### src/rtl/uart_periph.sv
// uart_periph: memory-mapped UART with TX/RX FIFOs, 16x-oversampled receiver,
// programmable baud divisor, optional parity, sticky error flags and a level irq.
//
// Ports
//   clk       system clock, rising edge
//   reset     asynchronous active-low reset
//   addr      bus address; top IO_SEL_BITS select the block, addr[3:2] = register
//   wdata     bus write data
//   we        1 = write, 0 = read
//   req_valid one-cycle request strobe
//   rdata     registered read data (0 on writes), valid with rsp_valid
//   rsp_valid one-cycle completion, one clock after a selected request
//   txd       serial output, idle high
//   rxd       serial input, asynchronous to clk
//   irq       level interrupt
//
// Registers: 0 DATA, 1 STATUS, 2 CTRL, 3 BAUD_DIV.

// Show-ahead FIFO: rdata is the head entry whenever empty is low.
module uart_fifo #(
  parameter int DEPTH = 16,
  parameter int W     = 8
) (
  input  logic         clk,
  input  logic         reset,
  input  logic         push,
  input  logic         pop,
  input  logic [W-1:0] wdata,
  output logic [W-1:0] rdata,
  output logic         full,
  output logic         empty
);
  localparam int          AW       = $clog2(DEPTH);
  localparam logic [AW:0] FULL_CNT = (AW+1)'(DEPTH);

  logic [W-1:0]  mem [DEPTH];
  logic [AW-1:0] wr_ptr, rd_ptr;
  logic [AW:0]   count;
  logic          push_ok, pop_ok;

  assign full    = (count == FULL_CNT);
  assign empty   = (count == '0);
  assign push_ok = push & ~full;
  assign pop_ok  = pop & ~empty;
  assign rdata   = mem[rd_ptr];

  // NOTE: the storage array is deliberately not reset; the pointers and count
  // define which entries are valid, and leaving it unreset lets it map to RAM.
  always_ff @(posedge clk) begin
    if (push_ok) mem[wr_ptr] <= wdata;
  end

  // NOTE: sequential state uses non-blocking assignments so every flop samples
  // the pre-edge values of the others.
  always_ff @(posedge clk or negedge reset) begin
    if (!reset) begin
      wr_ptr <= '0;
      rd_ptr <= '0;
      count  <= '0;
    end else begin
      if (push_ok) wr_ptr <= wr_ptr + 1'b1;
      if (pop_ok)  rd_ptr <= rd_ptr + 1'b1;
      if (push_ok != pop_ok) count <= push_ok ? count + 1'b1 : count - 1'b1;
    end
  end
endmodule

module uart_periph #(
  parameter int                     ADDR_WIDTH   = 32,
  parameter int                     DATA_WIDTH   = 32,
  parameter int                     IO_SEL_BITS  = 4,
  parameter logic [IO_SEL_BITS-1:0] UART_SEL     = IO_SEL_BITS'(4'h1),
  parameter int                     FIFO_DEPTH   = 16,
  parameter logic [15:0]            BAUD_DIV_RST = 16'd27
) (
  input  logic                  clk,
  input  logic                  reset,
  input  logic [ADDR_WIDTH-1:0] addr,
  input  logic [DATA_WIDTH-1:0] wdata,
  input  logic                  we,
  input  logic                  req_valid,
  output logic [DATA_WIDTH-1:0] rdata,
  output logic                  rsp_valid,
  output logic                  txd,
  input  logic                  rxd,
  output logic                  irq
);
  typedef enum logic [2:0] {S_IDLE, S_START, S_DATA, S_PARITY, S_STOP} uart_state_e;

  // Bus decode
  logic       sel;
  logic [1:0] off;
  logic       wr_data, wr_status, wr_ctrl, wr_baud, rd_data;
  assign sel       = req_valid & (addr[ADDR_WIDTH-1 -: IO_SEL_BITS] == UART_SEL);
  assign off       = addr[3:2];
  assign wr_data   = sel & we & (off == 2'd0);
  assign wr_status = sel & we & (off == 2'd1);
  assign wr_ctrl   = sel & we & (off == 2'd2);
  assign wr_baud   = sel & we & (off == 2'd3);
  assign rd_data   = sel & ~we & (off == 2'd0);

  logic unused_bits;
  assign unused_bits = ^{addr[ADDR_WIDTH-IO_SEL_BITS-1:4], addr[1:0], wdata[DATA_WIDTH-1:16]};

  // Control / status state
  logic [6:0]  ctrl;
  logic [15:0] baud_div, baud_cnt, div_eff;
  logic [3:0]  flags;      // {parity_err, frame_err, rx_ovr, tx_ovf}
  logic [3:0]  flag_set, flag_clr;
  logic        tick;
  logic        tx_en, rx_en, par_en, par_odd, rx_ie, tx_ie, err_ie;
  assign {err_ie, tx_ie, rx_ie, par_odd, par_en, rx_en, tx_en} = ctrl;

  // A divisor of 0 behaves as 1, so the tick fires every clock.
  assign div_eff = (baud_div == 16'd0) ? 16'd1 : baud_div;
  assign tick    = (baud_cnt == div_eff - 16'd1);

  // FIFOs
  logic [7:0] tx_rdata, rx_rdata, rx_shift;
  logic       tx_full, tx_empty, rx_full, rx_empty, tx_pop, rx_push;

  uart_fifo #(.DEPTH(FIFO_DEPTH), .W(8)) u_tx_fifo (
    .clk(clk), .reset(reset), .push(wr_data), .pop(tx_pop), .wdata(wdata[7:0]),
    .rdata(tx_rdata), .full(tx_full), .empty(tx_empty)
  );
  uart_fifo #(.DEPTH(FIFO_DEPTH), .W(8)) u_rx_fifo (
    .clk(clk), .reset(reset), .push(rx_push), .pop(rd_data), .wdata(rx_shift),
    .rdata(rx_rdata), .full(rx_full), .empty(rx_empty)
  );

  // TX FSM
  uart_state_e tx_state, tx_state_n;
  logic [3:0]  tx_cnt, tx_cnt_n;
  logic [2:0]  tx_bit, tx_bit_n;
  logic [7:0]  tx_data, tx_data_n;
  logic        txd_n, tx_go, tx_busy;
  assign tx_go   = tx_en & ~tx_empty;
  assign tx_busy = (tx_state != S_IDLE);

  // NOTE: every variable gets a default at the top of a combinational block
  // (blocking assignments), so no path can leave one unassigned and infer a latch.
  always_comb begin
    tx_state_n = tx_state;
    tx_cnt_n   = tx_cnt;
    tx_bit_n   = tx_bit;
    tx_data_n  = tx_data;
    tx_pop     = 1'b0;
    txd_n      = 1'b1;
    if (tx_state == S_IDLE) begin
      if (tx_go) begin
        tx_state_n = S_START;
        tx_cnt_n   = '0;
        tx_data_n  = tx_rdata;
        tx_pop     = 1'b1;
      end
    end else if (tick) begin
      tx_cnt_n = tx_cnt + 4'd1;
      if (tx_cnt == 4'd15) begin
        case (tx_state)
          S_START: begin
            tx_state_n = S_DATA;
            tx_bit_n   = '0;
          end
          S_DATA: begin
            tx_bit_n = tx_bit + 3'd1;
            if (tx_bit == 3'd7) tx_state_n = par_en ? S_PARITY : S_STOP;
          end
          S_PARITY: tx_state_n = S_STOP;
          S_STOP: begin
            // Back-to-back: skip IDLE when another byte is waiting.
            if (tx_go) begin
              tx_state_n = S_START;
              tx_data_n  = tx_rdata;
              tx_pop     = 1'b1;
            end else begin
              tx_state_n = S_IDLE;
            end
          end
          default: tx_state_n = S_IDLE;
        endcase
      end
    end
    // txd is registered from the next state so the line never glitches.
    case (tx_state_n)
      S_START:  txd_n = 1'b0;
      S_DATA:   txd_n = tx_data_n[tx_bit_n];
      S_PARITY: txd_n = ^tx_data_n ^ par_odd;
      default:  txd_n = 1'b1;
    endcase
  end

  // RX: synchroniser, edge detect and FSM
  logic        rx_meta, rx_sync, rx_prev, rx_fall;
  uart_state_e rx_state, rx_state_n;
  logic [3:0]  rx_cnt, rx_cnt_n;
  logic [2:0]  rx_bit, rx_bit_n;
  logic [7:0]  rx_shift_n;
  logic        rx_frame_set, rx_par_set;
  assign rx_fall = rx_prev & ~rx_sync;

  always_comb begin
    rx_state_n   = rx_state;
    rx_cnt_n     = rx_cnt;
    rx_bit_n     = rx_bit;
    rx_shift_n   = rx_shift;
    rx_push      = 1'b0;
    rx_frame_set = 1'b0;
    rx_par_set   = 1'b0;
    if (rx_state == S_IDLE) begin
      if (rx_en & rx_fall) begin
        rx_state_n = S_START;
        rx_cnt_n   = '0;
      end
    end else if (tick) begin
      rx_cnt_n = rx_cnt + 4'd1;
      // Mid-bit sample on the 8th tick of each bit.
      if (rx_cnt == 4'd7) begin
        case (rx_state)
          S_START:  if (rx_sync) rx_state_n = S_IDLE;   // false start
          S_DATA:   rx_shift_n = {rx_sync, rx_shift[7:1]};
          S_PARITY: rx_par_set = (rx_sync != (^rx_shift ^ par_odd));
          S_STOP: begin
            // Return to IDLE mid-stop so the next start edge is not missed.
            rx_push      = 1'b1;
            rx_frame_set = ~rx_sync;
            rx_state_n   = S_IDLE;
          end
          default: rx_state_n = S_IDLE;
        endcase
      end
      if (rx_cnt == 4'd15) begin
        case (rx_state)
          S_START: begin
            rx_state_n = S_DATA;
            rx_bit_n   = '0;
          end
          S_DATA: begin
            rx_bit_n = rx_bit + 3'd1;
            if (rx_bit == 3'd7) rx_state_n = par_en ? S_PARITY : S_STOP;
          end
          S_PARITY: rx_state_n = S_STOP;
          default:  rx_state_n = rx_state;
        endcase
      end
    end
  end

  // Flags: a set on the same cycle as a write-1-to-clear wins.
  assign flag_set = {rx_par_set, rx_frame_set, rx_push & rx_full, wr_data & tx_full};
  assign flag_clr = wr_status ? wdata[7:4] : 4'b0;

  logic [8:0]            status;
  logic [DATA_WIDTH-1:0] read_val;
  assign status = {tx_busy, flags, rx_empty, rx_full, tx_empty, tx_full};

  always_comb begin
    read_val = '0;
    case (off)
      2'd0:    read_val[8:0]  = {~rx_empty, rx_empty ? 8'h00 : rx_rdata};
      2'd1:    read_val[8:0]  = status;
      2'd2:    read_val[6:0]  = ctrl;
      default: read_val[15:0] = baud_div;
    endcase
  end

  assign irq = (rx_ie & ~rx_empty) | (tx_ie & tx_empty & ~tx_busy) | (err_ie & |flags);

  always_ff @(posedge clk or negedge reset) begin
    if (!reset) begin
      rsp_valid <= 1'b0;
      rdata     <= '0;
      ctrl      <= 7'b0000011;
      baud_div  <= BAUD_DIV_RST;
      baud_cnt  <= '0;
      flags     <= '0;
      tx_state  <= S_IDLE;
      tx_cnt    <= '0;
      tx_bit    <= '0;
      tx_data   <= '0;
      txd       <= 1'b1;
      rx_meta   <= 1'b1;
      rx_sync   <= 1'b1;
      rx_prev   <= 1'b1;
      rx_state  <= S_IDLE;
      rx_cnt    <= '0;
      rx_bit    <= '0;
      rx_shift  <= '0;
    end else begin
      rsp_valid <= sel;
      rdata     <= (sel & ~we) ? read_val : '0;
      if (wr_ctrl) ctrl <= wdata[6:0];
      if (wr_baud) baud_div <= wdata[15:0];
      baud_cnt  <= (wr_baud | tick) ? 16'd0 : baud_cnt + 16'd1;
      flags     <= (flags & ~flag_clr) | flag_set;
      tx_state  <= tx_state_n;
      tx_cnt    <= tx_cnt_n;
      tx_bit    <= tx_bit_n;
      tx_data   <= tx_data_n;
      txd       <= txd_n;
      rx_meta   <= rxd;
      rx_sync   <= rx_meta;
      rx_prev   <= rx_sync;
      rx_state  <= rx_state_n;
      rx_cnt    <= rx_cnt_n;
      rx_bit    <= rx_bit_n;
      rx_shift  <= rx_shift_n;
    end
  end
endmodule

### config.mk
export PLATFORM = sky130hd
export DESIGN_NAME = uart_periph
export DESIGN_NICKNAME = d
export VERILOG_FILES = /design/src/rtl/uart_periph.sv
export SDC_FILE = /design/constraint.sdc
export NUM_CORES = 1
export LEC_CHECK = 0
export BUFFER_PORTS_ARGS = -buffer_cell sky130_fd_sc_hd__buf_2
export CAP_MARGIN = 20
export CELL_PAD_IN_SITES_DETAIL_PLACEMENT = 1
export CELL_PAD_IN_SITES_GLOBAL_PLACEMENT = 1
export CORE_ASPECT_RATIO = 1.2
export CORE_UTILIZATION = 35
export CTS_BUF_LIST = sky130_fd_sc_hd__clkbuf_8
export CTS_CLUSTER_SIZE = 25
export DETAILED_ROUTE_END_ITERATION = 7
export HOLD_SLACK_MARGIN = 0.1
export PLACE_DENSITY_LB_ADDON = 0.1
export SLEW_MARGIN = 15
export SYNTH_ARGS = -nofsm -noshare
export SYNTH_HDL_FRONTEND = slang
export SYNTH_SLANG_ARGS = --single-unit
### constraint.sdc
create_clock -name clk -period 8.4 [get_ports clk]
set_input_delay 0.42 -clock clk [delete_from_list [all_inputs] [get_ports clk]]
set_output_delay 0.42 -clock clk [all_outputs]
set_load 0.05 [all_outputs]
==> results.sh, run 1 <==
export IMPL_path_cells="or4_4 > nor3_1 > a21oi_1 > ha_1 > or3b_2 > nor4_4 > xnor2_1 > or4_4 > or3_4 > nor2_1 > nand4_1 > nand2b_1 > inv_1 > fa_1 > inv_1 > a21o_1 > a21oi_1 > and3_1 > a21oi_1 > xnor2_1"
export IMPL_ant_nets=0
export IMPL_synth_ff_type="edfxtp_1"
export IMPL_vdd_drop_max_uv=142
export IMPL_p_leak_uw=0.00680
export IMPL_combPwrFrac_pct=19.5
export IMPL_clock_latency_ns=0.63
export IMPL_pre_cts_ws_ns=1.86
export IMPL_clk_pin_slew_ns=0.06
export IMPL_initial_core_util_pct=35.4
export IMPL_max_slew_margin_rel_pct=27.5
export IMPL_dieArea_sq_um=49500
export IMPL_cts_setup_buffers=0
export IMPL_maxSlewViolCount=0
export IMPL_cts_path_max_buffers=3
export IMPL_slowest_delay_ns=0.63
export IMPL_clock_sinks=382
export IMPL_worstPathRequired_ns=8.90
export IMPL_nFillCells=5014
export IMPL_finalNetCount=1342
export IMPL_cts_root_buf="clkbuf_8"
export IMPL_async_reset_ff_share_pct=33.0
export IMPL_syn_inst=1168
export IMPL_p_int_uw=3310
export IMPL_synth_top_cell_by_area="edfxtp_1"
export IMPL_p_sw_uw=1380
export IMPL_die_x_microns=203
export IMPL_fin_cells=1931
export IMPL_fmax_mhz=155
export IMPL_ys_warn_count=0
export IMPL_ioPinCount=104
export IMPL_insertedDiodeCount=0
export IMPL_setup_ws_ns=1.93
export IMPL_crit_slowest_cell="or4_4"
export IMPL_synth_seq_cells=382
export IMPL_cts_tree="built"
export IMPL_synth_most_common_cell="edfxtp_1"
export IMPL_finalHoldViolations=0
export IMPL_netlist_area_leader_share_pct=45.2
export IMPL_antenna_found_initial=0
export IMPL_grt_use_total_pct=17.6
export IMPL_drt_first_pass_iters=7
export IMPL_pwr_share_clk_pct=33.6
export IMPL_violations="design-rule violations"
export IMPL_die_y_microns=244
export IMPL_fin_crit_sh_pct=77.0
export IMPL_via_per_inst=5.08
export IMPL_worst_pin_slew_ns=1.08
export IMPL_finalSetupViolCount=0
export IMPL_synth_area_leaders="edfxtp_1 (45%), dfrtp_1 (17%), mux4_2 (7.7%)"
export IMPL_path_delay_family="simple AND/OR/NAND/NOR gates"
export IMPL_synth_edf_count=256
export IMPL_crit_arrival_ns=6.96
export IMPL_clock_skew_ns=0.0303
export IMPL_avgSynthCellArea_sq_um=14.6
export IMPL_cts_resized_gates=0
export IMPL_hpwlAfterDp_microns=27600
export IMPL_path_buf_inv=2
export IMPL_cp_max_fo=11
export IMPL_grt_pass1_wl_microns=65400
export IMPL_crit_type="flop to flop"
export IMPL_critPathMostFrequentCell="a21oi_1"
export IMPL_cts_buffers=67
export IMPL_route_detailed_drc=1
export IMPL_grt_ovfl_total=0
export IMPL_power_density_nw_per_um2=245
export IMPL_syn2layout_area_growth_pct=12.6
export IMPL_synthDistinctLibCells=76
export IMPL_wirelength_microns=41700
export IMPL_drv_cap=0
export IMPL_rsz0062_at_grt="no"
export IMPL_regArea_sq_um=10900
export IMPL_worst_setup_path_start_kind="flop"
export IMPL_ys_top_cells_by_count="edfxtp_1 (256), dfrtp_1 (116), nand2_1 (75), nor2_1 (61), mux4_2 (58)"
export IMPL_setup_tns_ns=0
export IMPL_first_global_vias=10600
export IMPL_critPathCaptureType="flop"
export IMPL_cts_hold_buf=10
export IMPL_period_needed_ns=6.47
export IMPL_rows=88
export IMPL_coreArea_sq_um=48000
export IMPL_syn_area_sq_um=17000
export IMPL_wire_per_inst_microns=21.6
export IMPL_gp_congestion=0.793
export IMPL_grt_max_degree=80
export IMPL_multi_input_area_sq_um=5740
export IMPL_swShare_pct=29.4
export IMPL_cts_max_level=3
export IMPL_run_status="finished with violations"
export IMPL_vias=9815
export IMPL_p_seq_share_pct=46.9
export IMPL_dr_first_iter_drc_count=476
export IMPL_io_buffers=45
export IMPL_p_total_uw=4700
export IMPL_yosysSeqAreaShare_pct=63.8
export IMPL_whs_ns=0.199
export IMPL_drive_gt1_share_pct=20.5
export IMPL_dp_cells=1796
export IMPL_hp_class="input port to flop"
routing by layer:
layer  vias to the layer above  part of all wire, %  GRT usage [%]
li1                       4561                    -              -
met2                       136                   51           29.7
met4                         0                  1.9           6.26
met1                      5074                   44           22.5
met3                        44                  3.2           3.13
met5                         -                    0              0
per-stage QoR:
step / cell area [sq um] / utilization [%]
3_3_place_gp: 17800 / 37.1
4_1_cts: 19200 / 39.9
6_report: 19200 / 39.9
2_1_floorplan: 17100 / -
5_1_grt: 19200 / 39.9
3_5_place_dp: 17800 / 37.1
power groups by stage:
stage                     logic [uW]  clock network, uW  registers, uW
after floorplan                  741                  0           2190
after global placement           921                  0           2240
after detailed placement         935                  0           2240
after CTS                        942               1650           2200
after global routing            1020               1720           2220
final                            916               1580           2200
cell type report:
class | instances | share of cell area, %
Tap cell | 630 | 4.11
Clock buffer | 69 | 4.96
Timing Repair Buffer | 70 | 2.31
Multi-Input combinational cell | 695 | 30.0
Sequential cell | 382 | 56.7
Inverter | 30 | 0.588
Clock inverter | 55 | 1.40
flip-flops by register name, summed over array words and instances, names as in the netlist, 3 cells and up:
signal and count:
ctrl 7, tx_cnt 4, baud_cnt 16, flags 4, rx_cnt 4, u_tx_fifo.rd_ptr 4
tx_bit 3, rx_state 3, u_rx_fifo.wr_ptr 4, u_rx_fifo.count 5, rdata 16, tx_state 3
u_rx_fifo.rd_ptr 4, rx_shift 8, u_tx_fifo.mem 128, u_rx_fifo.mem 128, baud_div 16, tx_data 8
rx_bit 3, u_tx_fifo.count 5, u_tx_fifo.wr_ptr 4
placed cells by master, fill, tap and decap left out, types with 6 or more instances in the layout:
cell           Yosys  layout
clkbuf_8           0      69
and2_1            22      22
dfrtp_1          116     114
a22oi_1            6       6
mux2_2            39      39
a221oi_1          14      14
nor2b_1           13      13
conb_1             1      16
xor2_1            21      21
nor3_1            15      15
a21o_1             6       6
mux2i_1           35      35
nand2_1           75      75
nor2_1            61      61
xnor2_1           51      51
and3_1            10      10
nand2b_1           7       7
clkinv_1           1      18
nand4_1           11      11
mux4_2            58      58
buf_4             16      14
dfstp_2           10      10
buf_2              7      45
ha_1              25      25
nand3_1           27      27
a31oi_1           10      10
nor4_1            11      10
o21ai_0           46      46
a21oi_1           21      21
inv_1             29      51
edfxtp_1         256     256
o211ai_1           8       8
dlygate4sd3_1      0      10
clkinv_2           0       9
worst register-to-register path: stages, from the launching register on:
cell and delay [ns]:
dfrtp_1 0.49, or4_4 0.63, nor3_1 0.55, a21oi_1 0.18
ha_1 0.28, or3b_2 0.26, nor4_4 0.05, xnor2_1 0.15
or4_4 0.52, or3_4 0.43, nor2_1 0.35, nand4_1 0.21
nand2b_1 0.49, inv_1 0.50, fa_1 0.31, inv_1 0.06
a21o_1 0.16, a21oi_1 0.27, and3_1 0.20, a21oi_1 0.08
xnor2_1 0.16
final timing paths:
kind / to / slack, ns / cells past startpoint / start
max reg2reg: u_rx_fifo.count[4]$_DFFE_PN0P_ / 1.93 / 20 / baud_div[7]$_DFFE_PN0P_
max in group asynchronous: u_tx_fifo.rd_ptr[0]$_DFFE_PN0P_ / 6.82 / 3 / reset
min reg2reg: rx_sync$_DFF_PN1_ / 0.36 / 0 / rx_meta$_DFF_PN1_
max: u_rx_fifo.count[4]$_DFFE_PN0P_ / 1.93 / 20 / baud_div[7]$_DFFE_PN0P_
min in group asynchronous: baud_div[10]$_DFFE_PN0P_ / 0.38 / 2 / reset
min: rsp_valid$_DFF_PN0_ / 0.20 / 2 / addr[29]
logic make-up (layout without fill, tap and decap cells):
kind of cell	after synthesis	in the layout	share of synthesized area (%)
AO/OA/AOI/OAI	156	156	6.19
XOR/XNOR	74	74	3.93
adder cells (fa/ha/maj)	27	27	2.07
multiplexers	132	132	12.3
flip-flops	382	382	63.8
buffers and inverters	106	224	2.84
other	1	16	0.0220
AND/OR/NAND/NOR	290	290	8.83
Note: power is estimated with default switching activity, not from simulation.
==> inputs of run 2 (changes only) <==
- clock period: 8.4 -> 6.2 ns (I/O delays scaled with it)
==> run 2 against run 1 <==
  * The run still ends with design-rule violations left
  * Die area stayed put
  * Flip-flop and latch count unchanged
  * Cell area up 1.3%
  * First-iteration DRC count shrank 18%
  * Sequential share of layout area fell by 0.75 points
  * Via count up 0.11%
  * Worst hold slack got worse by 0.050 ns
  * Highest routed layer unchanged
==> results.sh, run 2 (synthesis results as in run 1) <==
export IMPL_setup_ws_ns=0.435
export IMPL_finalSetupViolCount=0
export IMPL_critPathMostFrequentCell="nor2_1"
export IMPL_die_x_microns=203
export IMPL_p_leak_uw=0.00702
export IMPL_via_per_inst=5.04
export IMPL_io_buffers=45
export IMPL_wirelength_microns=41500
export IMPL_placed_area_sq_um=17900
export IMPL_vdd_drop_max_uv=169
export IMPL_finalNetCount=1361
export IMPL_drive_gt1_share_pct=21.2
export IMPL_cts_max_level=3
export IMPL_crit_arrival_ns=6.01
export IMPL_rows=88
export IMPL_cts_buffers=68
export IMPL_run_status="finished with violations"
export IMPL_maxSlewViolCount=0
export IMPL_antenna_found_initial=1
export IMPL_cts_tree="built"
export IMPL_worstPathRequired_ns=6.45
export IMPL_grt_use_total_pct=17.6
export IMPL_route_detailed_drc=1
export IMPL_clock_sinks=382
export IMPL_ioPinCount=104
export IMPL_grt_ovfl_total=0
export IMPL_drt_first_pass_iters=8
export IMPL_max_slew_margin_rel_pct=33.6
export IMPL_top_regs="u_rx_fifo.mem x128, u_tx_fifo.mem x128"
export IMPL_mostFrequentLayoutCells="edfxtp_1 (256), dfrtp_1 (114), nand2_1 (75)"
export IMPL_gp_congestion=0.772
export IMPL_crit_slowest_cell="dfstp_2"
export IMPL_path_delay_family="simple AND/OR/NAND/NOR gates"
export IMPL_cts_root_buf="clkbuf_8"
export IMPL_slowest_delay_ns=0.61
export IMPL_layout_cells_most_common="edfxtp_1"
export IMPL_clock_skew_ns=0.0373
export IMPL_drv_cap=0
export IMPL_grt_pass1_wl_microns=65100
export IMPL_cts_resized_gates=0
export IMPL_reg2reg_slack_ns=0.43
export IMPL_pre_cts_ws_ns=0.517
export IMPL_fin_crit_sh_pct=93.0
export IMPL_worst_pin_slew_ns=0.992
export IMPL_syn2layout_area_growth_pct=14.1
export IMPL_final_area_sq_um=19400
export IMPL_dieArea_sq_um=49500
export IMPL_period_needed_ns=5.77
export IMPL_clock_latency_ns=0.64
export IMPL_die_y_microns=244
export IMPL_clk_pin_slew_ns=0.06
export IMPL_power_density_nw_per_um2=336
export IMPL_hp_class="input port to flop"
export IMPL_cts_path_max_buffers=3
export IMPL_grt_max_degree=81
export IMPL_setup_tns_ns=0
export IMPL_vias=9826
export IMPL_wire_per_inst_microns=21.3
export IMPL_ant_nets=0
export IMPL_crit_type="flop to flop"
export IMPL_coreArea_sq_um=48000
export IMPL_path_cells="or4_1 > nor2_1 > buf_4 > a21oi_1 > ha_1 > or3b_2 > nor4_4 > xnor2_1 > or4_4 > or3_4 > nor2_1 > nand4_1 > nand2b_1 > inv_1 > buf_4 > nand2_1 > nor2_1 > and2_1"
export IMPL_first_global_vias=10800
export IMPL_rsz0062_at_grt="no"
export IMPL_initial_core_util_pct=35.4
export IMPL_fmax_mhz=173
export IMPL_worst_setup_path_start_kind="flop"
export IMPL_critPathCaptureType="flop"
export IMPL_violations="design-rule violations"
export IMPL_finalHoldViolations=0
export IMPL_path_buf_inv=3
export IMPL_hpwlAfterDp_microns=28000
export IMPL_dr_first_iter_drc_count=390
export IMPL_cp_max_fo=10
-- run 2: metal layers --
metal / wire, microns / track usage, %
met2: 21100 / 30.1
met1: 17800 / 21.7
met5: 0 / 0
met4: 1210 / 7.19
met3: 1380 / 3.21
-- run 2: per-stage QoR --
stage	total power [uW]	std cells	util, %	hold WS, ns
floorplan	3970	1183	-	0.0144
global placement	4280	1803	37.3	0.346
detailed placement	4300	1803	37.3	0.356
CTS	6650	1948	40.4	0.100
global route	6850	1950	40.4	0.132
finish	6520	1950	40.4	0.150
-- run 2: layout make-up --
class / count / area (sq um)
Inverter: 30 / 113
Multi-Input combinational cell: 695 / 5740
Sequential cell: 382 / 10900
Tap cell: 630 / 788
Timing Repair Buffer: 88 / 607
Clock buffer: 74 / 1020
Clock inverter: 50 / 288
Fill cell: 4953 / 28600
Antenna cell: 1 / 2.50
-- run 2: where the power goes --
part	internal (uW)	leakage, uW	total (uW)	switching [uW]
registers	2830	0.00373	3030	209
logic	590	0.00254	1200	609
clock network	1200	0.000745	2290	1090
total	4610	0.00702	6520	1910
-- run 2: path summary, 6_finish.rpt --
| kind | from | to | depth (start not counted) |
|---|---|---|---|
| max | baud_div[0]$_DFFE_PN1P_ | u_rx_fifo.mem[4][5]$_DFFE_PP_ | 18 |
| min | wdata[4] | u_tx_fifo.mem[2][4]$_DFFE_PP_ | 1 |
| max reg2reg | baud_div[0]$_DFFE_PN1P_ | u_rx_fifo.mem[4][5]$_DFFE_PP_ | 18 |
| min reg2reg | rx_meta$_DFF_PN1_ | rx_sync$_DFF_PN1_ | 0 |
| max in group asynchronous | reset | u_tx_fifo.rd_ptr[0]$_DFFE_PN0P_ | 3 |
| min in group asynchronous | reset | baud_cnt[12]$_DFF_PN0_ | 2 |
-- run 2: repair_timing --
action	4_1_cts	5_1_grt
hold endpoints to repair	172	0
buffers inserted	0	0
hold buffers	21	0
